$ cat src/rtl/noc_alloc_pkg.sv
// Shared types and constants for the per-output NoC switch allocator.
package noc_alloc_pkg;

    typedef enum logic [0:0] {
        ALLOC_IDLE,
        ALLOC_LOCKED
    } alloc_state_t;

    localparam int unsigned STATS_WIDTH = 32;

    function automatic int unsigned credit_width(input int unsigned depth);
        return $clog2(depth + 1);
    endfunction

endpackage

$ cat src/rtl/noc_rr_arbiter.sv
// Combinational round-robin arbiter: first request at or after ptr_i, wrapping to 0.
module noc_rr_arbiter #(
    parameter int unsigned NUM_INPUTS = 5,
    parameter int unsigned IDX_WIDTH  = $clog2(NUM_INPUTS)
) (
    input  logic [NUM_INPUTS-1:0] req_i,
    input  logic [IDX_WIDTH-1:0]  ptr_i,
    output logic [NUM_INPUTS-1:0] gnt_o,
    output logic [IDX_WIDTH-1:0]  idx_o,
    output logic                  valid_o
);

    logic                 found_hi;
    logic                 found_any;
    logic [IDX_WIDTH-1:0] idx_hi;
    logic [IDX_WIDTH-1:0] idx_any;

    // Scan downwards so the lowest matching index is the one left standing.
    always_comb begin
        found_hi  = 1'b0;
        found_any = 1'b0;
        idx_hi    = '0;
        idx_any   = '0;
        for (int i = NUM_INPUTS - 1; i >= 0; i--) begin
            if (req_i[IDX_WIDTH'(i)]) begin
                found_any = 1'b1;
                idx_any   = IDX_WIDTH'(i);
                if (i >= int'(ptr_i)) begin
                    found_hi = 1'b1;
                    idx_hi   = IDX_WIDTH'(i);
                end
            end
        end
    end

    assign valid_o = found_any;
    assign idx_o   = found_hi ? idx_hi : idx_any;
    assign gnt_o   = found_any ? (NUM_INPUTS'(1) << idx_o) : '0;

endmodule

$ cat src/rtl/noc_output_allocator.sv
// Per-output wormhole switch allocator with round-robin arbitration and credit gating.
// Optional statistics counters are built when NOC_ALLOC_STATS_EN is defined.
module noc_output_allocator
    import noc_alloc_pkg::*;
#(
    parameter int unsigned NUM_INPUTS        = 5,
    parameter int unsigned FLIT_BUFFER_DEPTH = 8,
    parameter int unsigned CREDIT_WIDTH      = credit_width(FLIT_BUFFER_DEPTH),
    parameter int unsigned IDX_WIDTH         = $clog2(NUM_INPUTS)
) (
    input  logic                    clk_noc,
    input  logic                    rst_noc_sync,
    input  logic [NUM_INPUTS-1:0]   req,
    input  logic [NUM_INPUTS-1:0]   req_is_tail,
    input  logic [NUM_INPUTS-1:0]   turn_disable,
    input  logic                    credit_in,
    output logic [NUM_INPUTS-1:0]   grant,
    output logic                    send_out,
    output logic                    locked,
    output logic [IDX_WIDTH-1:0]    owner_idx,
    output logic [CREDIT_WIDTH-1:0] credit_count,
    output logic                    credit_overflow,
    output logic [STATS_WIDTH-1:0]  pkt_count,
    output logic [STATS_WIDTH-1:0]  stall_count
);

    localparam logic [CREDIT_WIDTH-1:0] CreditMax = CREDIT_WIDTH'(FLIT_BUFFER_DEPTH);

    alloc_state_t           state_q, state_d;
    logic [IDX_WIDTH-1:0]    owner_q, owner_d;
    logic [IDX_WIDTH-1:0]    rr_ptr_q, rr_ptr_d;
    logic [CREDIT_WIDTH-1:0] credit_q, credit_d;
    logic                    overflow_q, overflow_d;

    logic [NUM_INPUTS-1:0] elig;
    logic [NUM_INPUTS-1:0] arb_gnt;
    logic [IDX_WIDTH-1:0]  arb_idx;
    logic                  arb_valid;
    logic [NUM_INPUTS-1:0] grant_c;
    logic                  has_credit;
    logic                  cred_full;

    function automatic logic [IDX_WIDTH-1:0] next_ptr(input logic [IDX_WIDTH-1:0] idx);
        return (32'(idx) == NUM_INPUTS - 1) ? '0 : idx + 1'b1;
    endfunction

    assign elig       = req & ~turn_disable;
    assign has_credit = credit_q != '0;
    assign cred_full  = credit_q == CreditMax;

    noc_rr_arbiter #(
        .NUM_INPUTS (NUM_INPUTS),
        .IDX_WIDTH  (IDX_WIDTH)
    ) u_arb (
        .req_i   (elig),
        .ptr_i   (rr_ptr_q),
        .gnt_o   (arb_gnt),
        .idx_o   (arb_idx),
        .valid_o (arb_valid)
    );

    always_comb begin
        state_d  = state_q;
        owner_d  = owner_q;
        rr_ptr_d = rr_ptr_q;
        grant_c  = '0;
        case (state_q)
            ALLOC_IDLE: begin
                if (arb_valid && has_credit) begin
                    grant_c = arb_gnt;
                    if (req_is_tail[arb_idx]) begin
                        rr_ptr_d = next_ptr(arb_idx);
                    end else begin
                        state_d = ALLOC_LOCKED;
                        owner_d = arb_idx;
                    end
                end
            end
            ALLOC_LOCKED: begin
                // The owner holds the output through bubbles; turn_disable no longer applies.
                if (req[owner_q] && has_credit) begin
                    grant_c = NUM_INPUTS'(1) << owner_q;
                    if (req_is_tail[owner_q]) begin
                        state_d  = ALLOC_IDLE;
                        rr_ptr_d = next_ptr(owner_q);
                    end
                end
            end
            default: state_d = ALLOC_IDLE;
        endcase
    end

    assign grant    = rst_noc_sync ? '0 : grant_c;
    assign send_out = |grant;

    always_comb begin
        credit_d = credit_q;
        if (send_out && !credit_in) begin
            credit_d = credit_q - 1'b1;
        end else if (!send_out && credit_in && !cred_full) begin
            credit_d = credit_q + 1'b1;
        end
    end

    assign overflow_d = overflow_q | (credit_in & cred_full);

    always_ff @(posedge clk_noc) begin
        if (rst_noc_sync) begin
            state_q    <= ALLOC_IDLE;
            owner_q    <= '0;
            rr_ptr_q   <= '0;
            credit_q   <= CreditMax;
            overflow_q <= 1'b0;
        end else begin
            state_q    <= state_d;
            owner_q    <= owner_d;
            rr_ptr_q   <= rr_ptr_d;
            credit_q   <= credit_d;
            overflow_q <= overflow_d;
        end
    end

    assign locked          = state_q == ALLOC_LOCKED;
    assign owner_idx       = owner_q;
    assign credit_count    = credit_q;
    assign credit_overflow = overflow_q;

`ifdef NOC_ALLOC_STATS_EN
    logic [STATS_WIDTH-1:0] pkt_q, pkt_d;
    logic [STATS_WIDTH-1:0] stall_q, stall_d;
    logic                   tail_sent;
    logic                   stall_cyc;

    assign tail_sent = |(grant & req_is_tail);
    assign stall_cyc = !has_credit &&
                       ((state_q == ALLOC_LOCKED && req[owner_q]) ||
                        (state_q == ALLOC_IDLE && |elig));

    always_comb begin
        pkt_d   = pkt_q;
        stall_d = stall_q;
        if (tail_sent && pkt_q != '1) begin
            pkt_d = pkt_q + 1'b1;
        end
        if (stall_cyc && stall_q != '1) begin
            stall_d = stall_q + 1'b1;
        end
    end

    always_ff @(posedge clk_noc) begin
        if (rst_noc_sync) begin
            pkt_q   <= '0;
            stall_q <= '0;
        end else begin
            pkt_q   <= pkt_d;
            stall_q <= stall_d;
        end
    end

    assign pkt_count   = pkt_q;
    assign stall_count = stall_q;
`else
    assign pkt_count   = '0;
    assign stall_count = '0;
`endif

endmodule

$ cat config.mk
export PLATFORM = sky130hd
export DESIGN_NAME = noc_output_allocator
export DESIGN_NICKNAME = d
export VERILOG_FILES = /design/src/rtl/noc_alloc_pkg.sv /design/src/rtl/noc_rr_arbiter.sv /design/src/rtl/noc_output_allocator.sv
export SDC_FILE = /design/constraint.sdc
export NUM_CORES = 1
export LEC_CHECK = 0
export CAP_MARGIN = 10
export CORE_ASPECT_RATIO = 1.2
export CORE_MARGIN = 1.5
export CORE_UTILIZATION = 34
export DETAILED_ROUTE_END_ITERATION = 10
export PLACE_DENSITY = 0.79
export SLEW_MARGIN = 25
export SYNTH_ARGS = -nofsm -noshare
export SYNTH_HDL_FRONTEND = slang
export SYNTH_SLANG_ARGS = --single-unit
$ cat constraint.sdc
create_clock -name clk_noc -period 2.4 [get_ports clk_noc]
set_input_delay 0.24 -clock clk_noc [delete_from_list [all_inputs] [get_ports clk_noc]]
set_output_delay 0.24 -clock clk_noc [all_outputs]
set_load 0.1 [all_outputs]
== Yosys cells after proc, flatten, opt, wreduce, memory -nomap -nowiden ==
Cells that the tools add are included.
Word-level totals
  flip-flop bits (word level): 12
  bits in latches: 0
  bits in writable memories: 0
  bits in read-only memories: 0
  input port bits: 18
  output and inout port bits: 79
  logic and storage cells: 93
  memories: 0
Cells by class
  $add $sub $neg: 4
  multiply operators: 0
  div/mod/pow operators: 0
  magnitude comparators: 6
  equality and inequality tests: 7
  shift-type cells: 2
  mux-type cells: 50
  bitwise operators: 6
  reductions and logical operators: 13
Operators by type and width (number)
  $mux 3: 19
  $mux 5: 4
  $mux 1: 19
  $pmux 5 s2: 1
  $shl 1x3->5 const A: 2
  $bmux 1 s3: 3
  $lt 3x4->1 const B: 2
  $mux 4: 2
  $add 3x1->3 const B: 2
  $eq 3x3->1 const B: 2
  $ge 1x3->1 const A: 2
  $ge 2x3->1 const A: 2
  $pmux 3 s2: 1
  $logic_and 1x1->1: 5
  $reduce_or 5->1: 1
  $add 4x1->4 const B: 1
  $and 4x4->4: 1
  $eq 4x4->1 const B: 1
  $ne 2x1->1 const B: 2
  $ne 2x2->1 const B: 2
  $not 4->4: 1
  $reduce_and 4->1: 1
  $reduce_bool 4->1: 1
  $sub 4x1->4 const B: 1
  other kinds (7): 10

== Longest topological paths before layout ==
Gate-level depths: netlist (run 1).
  depth in word-level cells: 21
  depth in mapped cells: 13
  gate-level depth less buffers: 12

== By module ==
Synthesis (run 1) repeated with hierarchy kept, for this count alone.
Second synthesis, totals
  cell total of the unflattened synthesis: 225
  area, all modules: 1764.2 um^2
By module, submodules not included
  noc_output_allocator: instances 1, cells an instance 201, area each 1629.1 um^2, seq. area each 240.2 um^2
  noc_rr_arbiter: instances 1, cells an instance 24, area each 135.1 um^2, seq. area each 0.0 um^2

== Worst setup path before layout (run 1) ==
OpenSTA, ideal clock, no wires.
  kind: reg2reg
  start point: register owner_q[0], in the netlist owner_idx[0]
  end point: register credit_q[3], in the netlist credit_count[3]
  data arrival time: 3199 ps
  required time: 2278 ps
  setup slack: -921 ps
  cell stages (with the launch flop): 14
  clock period less this slack: 3321 ps
  cell sequence: dfxtp_1 > clkbuf_1 > and4b_1 > a31oi_2 > a41o_4 > inv_4 > nand2b_1 > inv_2 > ha_1 > a21o_1 > a21oi_1 > nor2b_1 > mux2i_1 > mux2i_1
Between the ends
  word-level cells in the longest chain between the ends: 11
Ends and longest elaborated chain
  start: declaration: RTL line noc_output_allocator.sv:30  | logic [IDX_WIDTH-1:0] owner_q, owner_d;
  start signal: assignment: RTL line noc_output_allocator.sv:116  | owner_q <= owner_d;
  $bmux 1 s3: RTL line noc_output_allocator.sv:81  | if (req[owner_q] && has_credit) begin
  $mux 1 (not written as such): RTL line noc_output_allocator.sv:81
  $logic_and 1x1->1: RTL line noc_output_allocator.sv:81
  $mux 5 *: RTL line noc_output_allocator.sv:81
  $pmux 5 s2 *: RTL line noc_output_allocator.sv:67  | case (state_q)
  $mux 5 *: RTL line noc_output_allocator.sv:93  | assign grant = rst_noc_sync ? '0 : grant_c;
  $reduce_or 5->1 *: RTL line noc_output_allocator.sv:94  | assign send_out = |grant;
  net send_out: RTL line noc_output_allocator.sv:18  | output logic send_out,
  $logic_not 1->1: RTL line noc_output_allocator.sv:100  | end else if (!send_out && credit_in && !cred_full) begin
  $logic_and 1x1->1 (2 in a row): RTL line noc_output_allocator.sv:100
  $reduce_bool 2->1 (no line)
  end signal: assignment: RTL line noc_output_allocator.sv:112  | credit_q <= CreditMax;
  end signal: assignment: RTL line noc_output_allocator.sv:118  | credit_q <= credit_d;
  end: declaration: RTL line noc_output_allocator.sv:32  | logic [CREDIT_WIDTH-1:0] credit_q, credit_d;
Mark *: on every way through the listed nets, which the timed path passes. The rest lies on a longest branch. The select of a mux whose other input is x is not followed.
A chain may end at the register's enable or synchronous reset.

== Worst setup path after layout (run 1) ==
  start point: register rr_ptr_q[1]
  end point: register credit_q[3], in the netlist credit_count[3]
Between the ends
  word-level cells in the longest chain between the ends: 18
Ends and longest elaborated chain
  start: declaration: RTL line noc_output_allocator.sv:31  | logic [IDX_WIDTH-1:0] rr_ptr_q, rr_ptr_d;
  start signal: assignment: RTL line noc_output_allocator.sv:117  | rr_ptr_q <= rr_ptr_d;
  $ge 2x3->1: RTL line noc_rr_arbiter.sv:28  | if (i >= int'(ptr_i)) begin
  $mux 3 / $mux 1 (equally long branches): RTL line noc_rr_arbiter.sv:28
  $mux 3 / $mux 1 (equally long branches): RTL line noc_rr_arbiter.sv:25  | if (req_i[IDX_WIDTH'(i)]) begin
  $mux 3 / $mux 1 (equally long branches): RTL line noc_rr_arbiter.sv:28
  $mux 3 / $mux 1 (equally long branches): RTL line noc_rr_arbiter.sv:25
  $mux 3 / $mux 1 (equally long branches): RTL line noc_rr_arbiter.sv:28
  $mux 3 / $mux 1 (equally long branches): RTL line noc_rr_arbiter.sv:25
  $mux 3 *: RTL line noc_rr_arbiter.sv:37  | assign idx_o = found_hi ? idx_hi : idx_any;
  $shl 1x3->5 *: RTL line noc_rr_arbiter.sv:38  | assign gnt_o = found_any ? (NUM_INPUTS'(1) << idx_o) : '0;
  $mux 5 *: RTL line noc_rr_arbiter.sv:38
  $mux 5 *: RTL line noc_output_allocator.sv:69  | if (arb_valid && has_credit) begin
  $pmux 5 s2 *: RTL line noc_output_allocator.sv:67
  $mux 5 *: RTL line noc_output_allocator.sv:93
  $reduce_or 5->1 *: RTL line noc_output_allocator.sv:94
  $logic_not 1->1: RTL line noc_output_allocator.sv:100
  $logic_and 1x1->1 (2 in a row): RTL line noc_output_allocator.sv:100
  $reduce_bool 2->1 (no line)
Every way passes the cells marked *; elsewhere a longest branch is shown, timed or not.

==> results.yml, run 1 <==
synth:
  synth_compound_area_frac: 0.165
  syn_area_um2: 1560
  synth_top_family_by_area: "buffers and inverters"
  synthCells: 195
  synth-async-reset-ratio: 0
  synth_fa_ha_area_frac: 0.0370
  ys_seq_area_frac: 0.141
  synth-xor-area-share: 0.00563
  synth-seq-cells: 11
  synth_ff_type: "dfxtp_1"
  synthMuxAreaShare: 0.0611
  yosys.area_share.simple: 0.242
  synth-edff-count: 0
  yosysWarnings: 0
  avgSynthCellArea_um2: 7.98
  synth_cell_types: 56
floorplan:
  pin_count: 97
  fp.dieH_um: 77.1
  die_area_um2: 4990
  die_width_um: 64.8
  start_util: 0.360
  rows: 26
  core_um2: 4330
critical_path:
  critPathRequiredTime_ps: 2520
  cp-end-kind: "flip-flop"
  arrival_ps: 2540
  crit_family: "compound AO/OA/AOI/OAI gates"
  critical-path-max-stage-delay_ps: 350
  ff2ff_setup_slack_ps: -20
  crit_buf_inv: 3
  critical_path_peak_fanout: 4
  crit_path_cell_trace: "nor4b_4 -> buf_4 -> a31oi_4 -> a41o_4 -> inv_12 -> nand2b_4 -> inv_2 -> ha_4 -> a21o_1 -> a21oi_2 -> nor2b_2 -> mux2i_1 -> mux2i_1"
  cpMostUsedCell: "mux2i_1"
  path_class: "reg2reg"
  cp_slowest_cell: "dfxtp_4"
  cp-start-kind: "flip-flop"
cts:
  cts-root-buf: "clkbuf_8"
  cts_buffer_depth: 2
  cts_hold_buf: 0
  cts_max_level: 1
  cts_sinks: 11
  clk_latency_ps: 230
  cts_buffers: 3
  clk_pin_slew_worst_paths_ps: 50
  cts_tree: "yes"
run:
  drv_cap: 0
worst_hold_path:
  hp-class: "reg2reg"
sta:
  setup_slack_ps: -18.7
  rsz0062_at_grt: "true"
  hold_viol_final: 0
  fin_crit_ps: 2420
  maxSlewViolCount: 0
  fmax_mhz: 413
  setup_viol_count_final: 2
  clock_skew_ps: 1.14
  holdWs_ps: 481
  post-route-period-util: 1.01
place:
  io_buffers: 26
  placed_area_um2: 1940
  hpwl_um: 2940
  place_congestion: 0.894
  dpl_worst_slack_ps: -480
drt:
  wl_um: 3770
  ant_nets: 0
  vias_per_cell: 4.65
  wire_per_inst_um: 12.4
  drt_iter0_markers: 75
  dr.pass1.iters: 4
  vias: 1414
  drc: 0
final_layout:
  syn_to_final_growth_pct: 32.2
  nNetsFinal: 271
  drive_gt1_frac: 0.331
  finalInstanceArea_um2: 2060
  diodes: 0
outcome:
  violations: "negative setup slack"
  run_status: "finished with violations"
grt:
  grt_pass1_vias: 1246
  overflow: 0
  grt_max_degree: 14
  grt_pass1_wl_um: 5580
  track_usage: 0.140
  antenna_found_initial: 0
pwr:
  power_per_cell_area_nw_per_um2: 1290
  cellLeakagePower_nw: 0.957
  ir_drop_mv: 0.645
state kept, by name, indices dropped and copies added, names as in the netlist:
signal,count
credit_count,4
credit_overflow,1
locked,1
owner_idx,2
rr_ptr_q,3
worst paths after layout:
check,cells past startpoint,end,start
hold reg to reg,2,credit_overflow,credit_overflow
setup / recovery,13,credit_count[3],rr_ptr_q[1]
hold / removal,2,credit_overflow,credit_overflow
setup reg to reg,13,credit_count[3],rr_ptr_q[1]
cells in the final DEF, fill, tap and decap left out, types with 2 or more instances in the layout:
cell type / count
o31ai_1: 4
ha_4: 2
nand4_1: 6
buf_4: 36
nand2_1: 6
nand3_1: 6
inv_1: 2
a21oi_2: 2
nor2_1: 12
conb_1: 66
dfxtp_2: 2
mux2i_1: 5
buf_12: 5
dlygate4sd2_1: 4
nor3b_2: 3
a31oi_1: 2
a21o_1: 2
and2_1: 6
nor3_1: 2
dfxtp_4: 8
a21oi_1: 9
clkdlybuf4s50_1: 9
clkbuf_8: 3
nand2b_4: 2
and3_1: 2
per-stage QoR:
stage / power (mW) / util / TNS (ps) / std cells
final: 2.66 / 0.475 / -35.8 / 304
after floorplan: 1.97 / - / -654 / 260
after detailed placement: 2.38 / 0.448 / -1330 / 297
after global routing: 2.79 / 0.475 / -316 / 304
after CTS: 2.62 / 0.466 / -1.75 / 303
after global placement: 2.36 / 0.448 / -1040 / 297
cells by family after synthesis:
kind of cell / Yosys count
and+or+nand+nor: 60
muxes: 8
adders and majority gates: 4
other: 1
buffers and inverters: 76
AOI/OAI and AO/OA: 34
xor gates and xnor gates: 1
DFF: 11
layout make-up:
type                            count  area [um2]
Tap cell                           56        70.1
Clock buffer                        4        45.0
Sequential cell                    11         253
Timing Repair Buffer               55         507
Fill cell                         461        2270
Inverter                            5        32.5
Multi-Input combinational cell    173        1150
cell usage after synthesis, drive strengths merged, types with 2 or more instances:
| cell | count | area [um2] |
|---|---|---|
| o31ai | 4 | 30.0 |
| a211oi | 2 | 20.0 |
| inv | 4 | 17.5 |
| ha | 3 | 37.5 |
| and3 | 2 | 12.5 |
| nor3 | 2 | 10.0 |
| nand3 | 7 | 35.0 |
| a21oi | 11 | 55.1 |
| nand4 | 6 | 37.5 |
| nand2 | 6 | 22.5 |
| nand2b | 3 | 26.3 |
| nor4b | 2 | 32.5 |
| mux2 | 2 | 22.5 |
| nor2b | 2 | 12.5 |
| buf | 68 | 505 |
| a31oi | 4 | 31.3 |
| a21o | 2 | 15.0 |
| clkbuf | 3 | 11.3 |
| nor3b | 3 | 27.5 |
| and2 | 6 | 37.5 |
| nor2 | 12 | 45.0 |
| mux2i | 5 | 50.1 |
| dfxtp | 11 | 220 |
worst register-to-register path, stage by stage (launching register included):
cell      delay (ps)
dfxtp_4          350
nor4b_4          260
buf_4            180
a31oi_4           90
a41o_4           290
inv_12            60
nand2b_4          50
inv_2             70
ha_4             190
a21o_1           170
a21oi_2          190
nor2b_2          180
mux2i_1           90
mux2i_1          120
where the power goes:
part / total (mW) / switching (mW) / leakage [nW] / internal (mW)
combinational: 2.10 / 1.45 / 0.838 / 0.655
clock: 0.183 / 0.0664 / 0.0228 / 0.116
sequential: 0.379 / 0.104 / 0.0961 / 0.275
total: 2.66 / 1.62 / 0.957 / 1.05
metal layers:
layer	vias up	track usage	wire [um]
met5	-	0	0
met4	0	0.0468	69
met3	10	0.0235	287
met2	79	0.254	1960
met1	655	0.163	1450
li1	670	-	-
timing repair:
action,CTS,global route
setup endpoints to repair,3,3
setup buffers,2,1
cloned,0,0
pin swaps,7,7
gates resized for setup,12,5
(Power assumes the default switching activity.)
==> run 2: changes to the inputs <==
Settings changed: CORE_UTILIZATION 34 to 35, DONT_BUFFER_PORTS from default to 1, PLACE_DENSITY 0.79 to 0.5.
Clock period 2.4 ns to 2.8 ns, I/O delays scaled along.
==> run 2 against run 1 <==
  * The flow now finishes without violations
  * Maximum frequency fell by 6.2%
  * Non-clock buffer count fell by 40
  * Sequential power fell by 14%
  * Critical path type unchanged
  * Largest cell class unchanged
==> results.yml, run 2 (synthesis results as in run 1) <==
drt:
  drc: 0
  wl_met1_um: 1230
  wl_um: 2950
  dr.pass1.iters: 4
  drt_iter0_markers: 58
  wl_met3_um: 244
  route.met2.wl_um: 1440
  vias: 1201
  ant_nets: 0
  wire_per_inst_um: 11.2
  vias_per_cell: 4.55
  top_layer: "met4"
cts:
  clk_latency_ps: 230
  cts_max_level: 1
  cts_hold_buf: 0
  cts_sinks: 11
  cts_buffers: 3
  clk_pin_slew_worst_paths_ps: 50
  cts-root-buf: "clkbuf_8"
  cts_tree: "yes"
  cts_buffer_depth: 2
pwr:
  power_per_cell_area_nw_per_um2: 1230
  internal_power_mw: 0.643
  p_seq_frac: 0.171
  swShare: 0.663
  switching_power_mw: 1.27
  power_frac_comb: 0.747
  cellLeakagePower_nw: 0.724
  pwr-share-clk: 0.082
  ir_drop_mv: 0.493
sta:
  fmax_mhz: 388
  maxSlewViolCount: 0
  fin_setup_tns_ps: 0
  hold_viol_final: 0
  setup_viol_count_final: 0
  post-route-period-util: 0.921
  rsz0062_at_grt: "false"
  slew_headroom: 0.351
  fin_crit_ps: 2580
  clock_skew_ps: 1.55
  holdWs_ps: 102
  worst-slew-pin-transition_ps: 972
outcome:
  run_status: "finished, final reports clean"
final_layout:
  finalInstanceArea_um2: 1550
  syn_to_final_growth_pct: -0.402
  largest_register_ffs: 4
  nFillCells: 489
  nNetsFinal: 231
  diodes: 0
  final_core_utilization: 0.364
  mostFrequentLayoutCell: "conb_1"
  drive_gt1_frac: 0.192
  layout_common_cells: "conb_1 (66), buf_4 (15), a21oi_1 (10)"
place:
  place_congestion: 0.871
  hpwl_um: 2390
  io_buffers: 0
  placed_area_um2: 1490
critical_path:
  critical_path_peak_fanout: 4
  reg2reg_depth: 12
  critPathRequiredTime_ps: 2960
  ff2ff_setup_slack_ps: 220
  cp-start-kind: "flip-flop"
  path_class: "reg2reg"
  crit_end: "credit_count[3]"
  cp-end-kind: "flip-flop"
  reg2reg_to: "credit_count[3]"
  arrival_ps: 2740
  reg2reg_from: "rr_ptr_q[0]"
  crit_start: "rr_ptr_q[0]"
grt:
  grt_pass1_wl_um: 4800
  grt_pass1_vias: 1053
  track_usage: 0.120
  antenna_found_initial: 0
  overflow: 0
  grt_max_degree: 15
floorplan:
  core_um2: 4260
  start_util: 0.365
  die_width_um: 63.9
  pin_count: 97
  fp.dieH_um: 76.1
  die_area_um2: 4860
  rows: 26
worst_hold_path:
  hp-class: "in2reg"
run:
  drv_cap: 0
==> run 2: changes by cell type in the layout (fill, tap and decap cells not counted), sizes merged <==
cell / previous run / this run
buf: 42 / 15
clkdlybuf4s50: 9 / 0
dlygate4sd2: 4 / 0
==> run 2: how the worst min path moves through the flow <==
stage                  from              end  cells after the start
2_1_floorplan  rst_noc_sync  credit_count[3]                      2
3_3_place_gp   rst_noc_sync           locked                      1
3_5_place_dp   rst_noc_sync     owner_idx[0]                      1
4_1_cts        rst_noc_sync     owner_idx[0]                      1
5_1_grt        rst_noc_sync     owner_idx[0]                      1
6_report       rst_noc_sync     owner_idx[0]                      1
==> run 2: what timing repair did <==
action / CTS / global route
endpoints found under the setup margin: 0 / 1
resized for setup: 0 / 2
buffers inserted: 0 / 1
hold endpoints to repair: 0 / 0
==> run 2: metrics by stage <==
| stage | setup WS (ps) | instances | power, mW |
|---|---|---|---|
| floorplan | 0.543 | 260 | 1.61 |
| global placement | 148 | 259 | 1.75 |
| detailed placement | 143 | 259 | 1.74 |
| CTS | 121 | 263 | 1.90 |
| global route | 14.3 | 264 | 2.03 |
| finish | 221 | 264 | 1.91 |
==> run 2: cell type report <==
cell class              instances  area, um2  share of cell area
well taps                      56       70.1              0.0452
clock buffers                   4       45.0              0.0291
repair buffers                 15        113              0.0726
multi-input cells             173       1060               0.687
inverters                       5       23.8              0.0153
flip-flops and latches         11        234               0.151
==> run 2: critical path, stage by stage (launching register included) <==
cell      delay (ps)
dfxtp_1          340
or3b_4           430
a31oi_4          210
a41o_4           290
inv_6             30
nand2b_1         110
inv_2             50
ha_1             270
a21o_1           180
a21oi_1          170
nor2_1            60
mux2i_1          170
mux2i_1          190
==> run 2: routing by layer <==
metal / GRT usage / vias up
met4: 0.0522 / 0
li1: - / 591
met1: 0.154 / 546
met2: 0.192 / 62
met5: 0 / -
met3: 0.0251 / 2
==> run 2: power by group through the flow <==
| stage | registers [mW] | logic [mW] | clock network (mW) |
|---|---|---|---|
| 6_report | 0.327 | 1.42 | 0.157 |
| 5_1_grt | 0.341 | 1.51 | 0.173 |
| 2_1_floorplan | 0.550 | 1.06 | 0 |
| 3_3_place_gp | 0.330 | 1.42 | 0 |
| 3_5_place_dp | 0.330 | 1.41 | 0 |
| 4_1_cts | 0.327 | 1.41 | 0.165 |
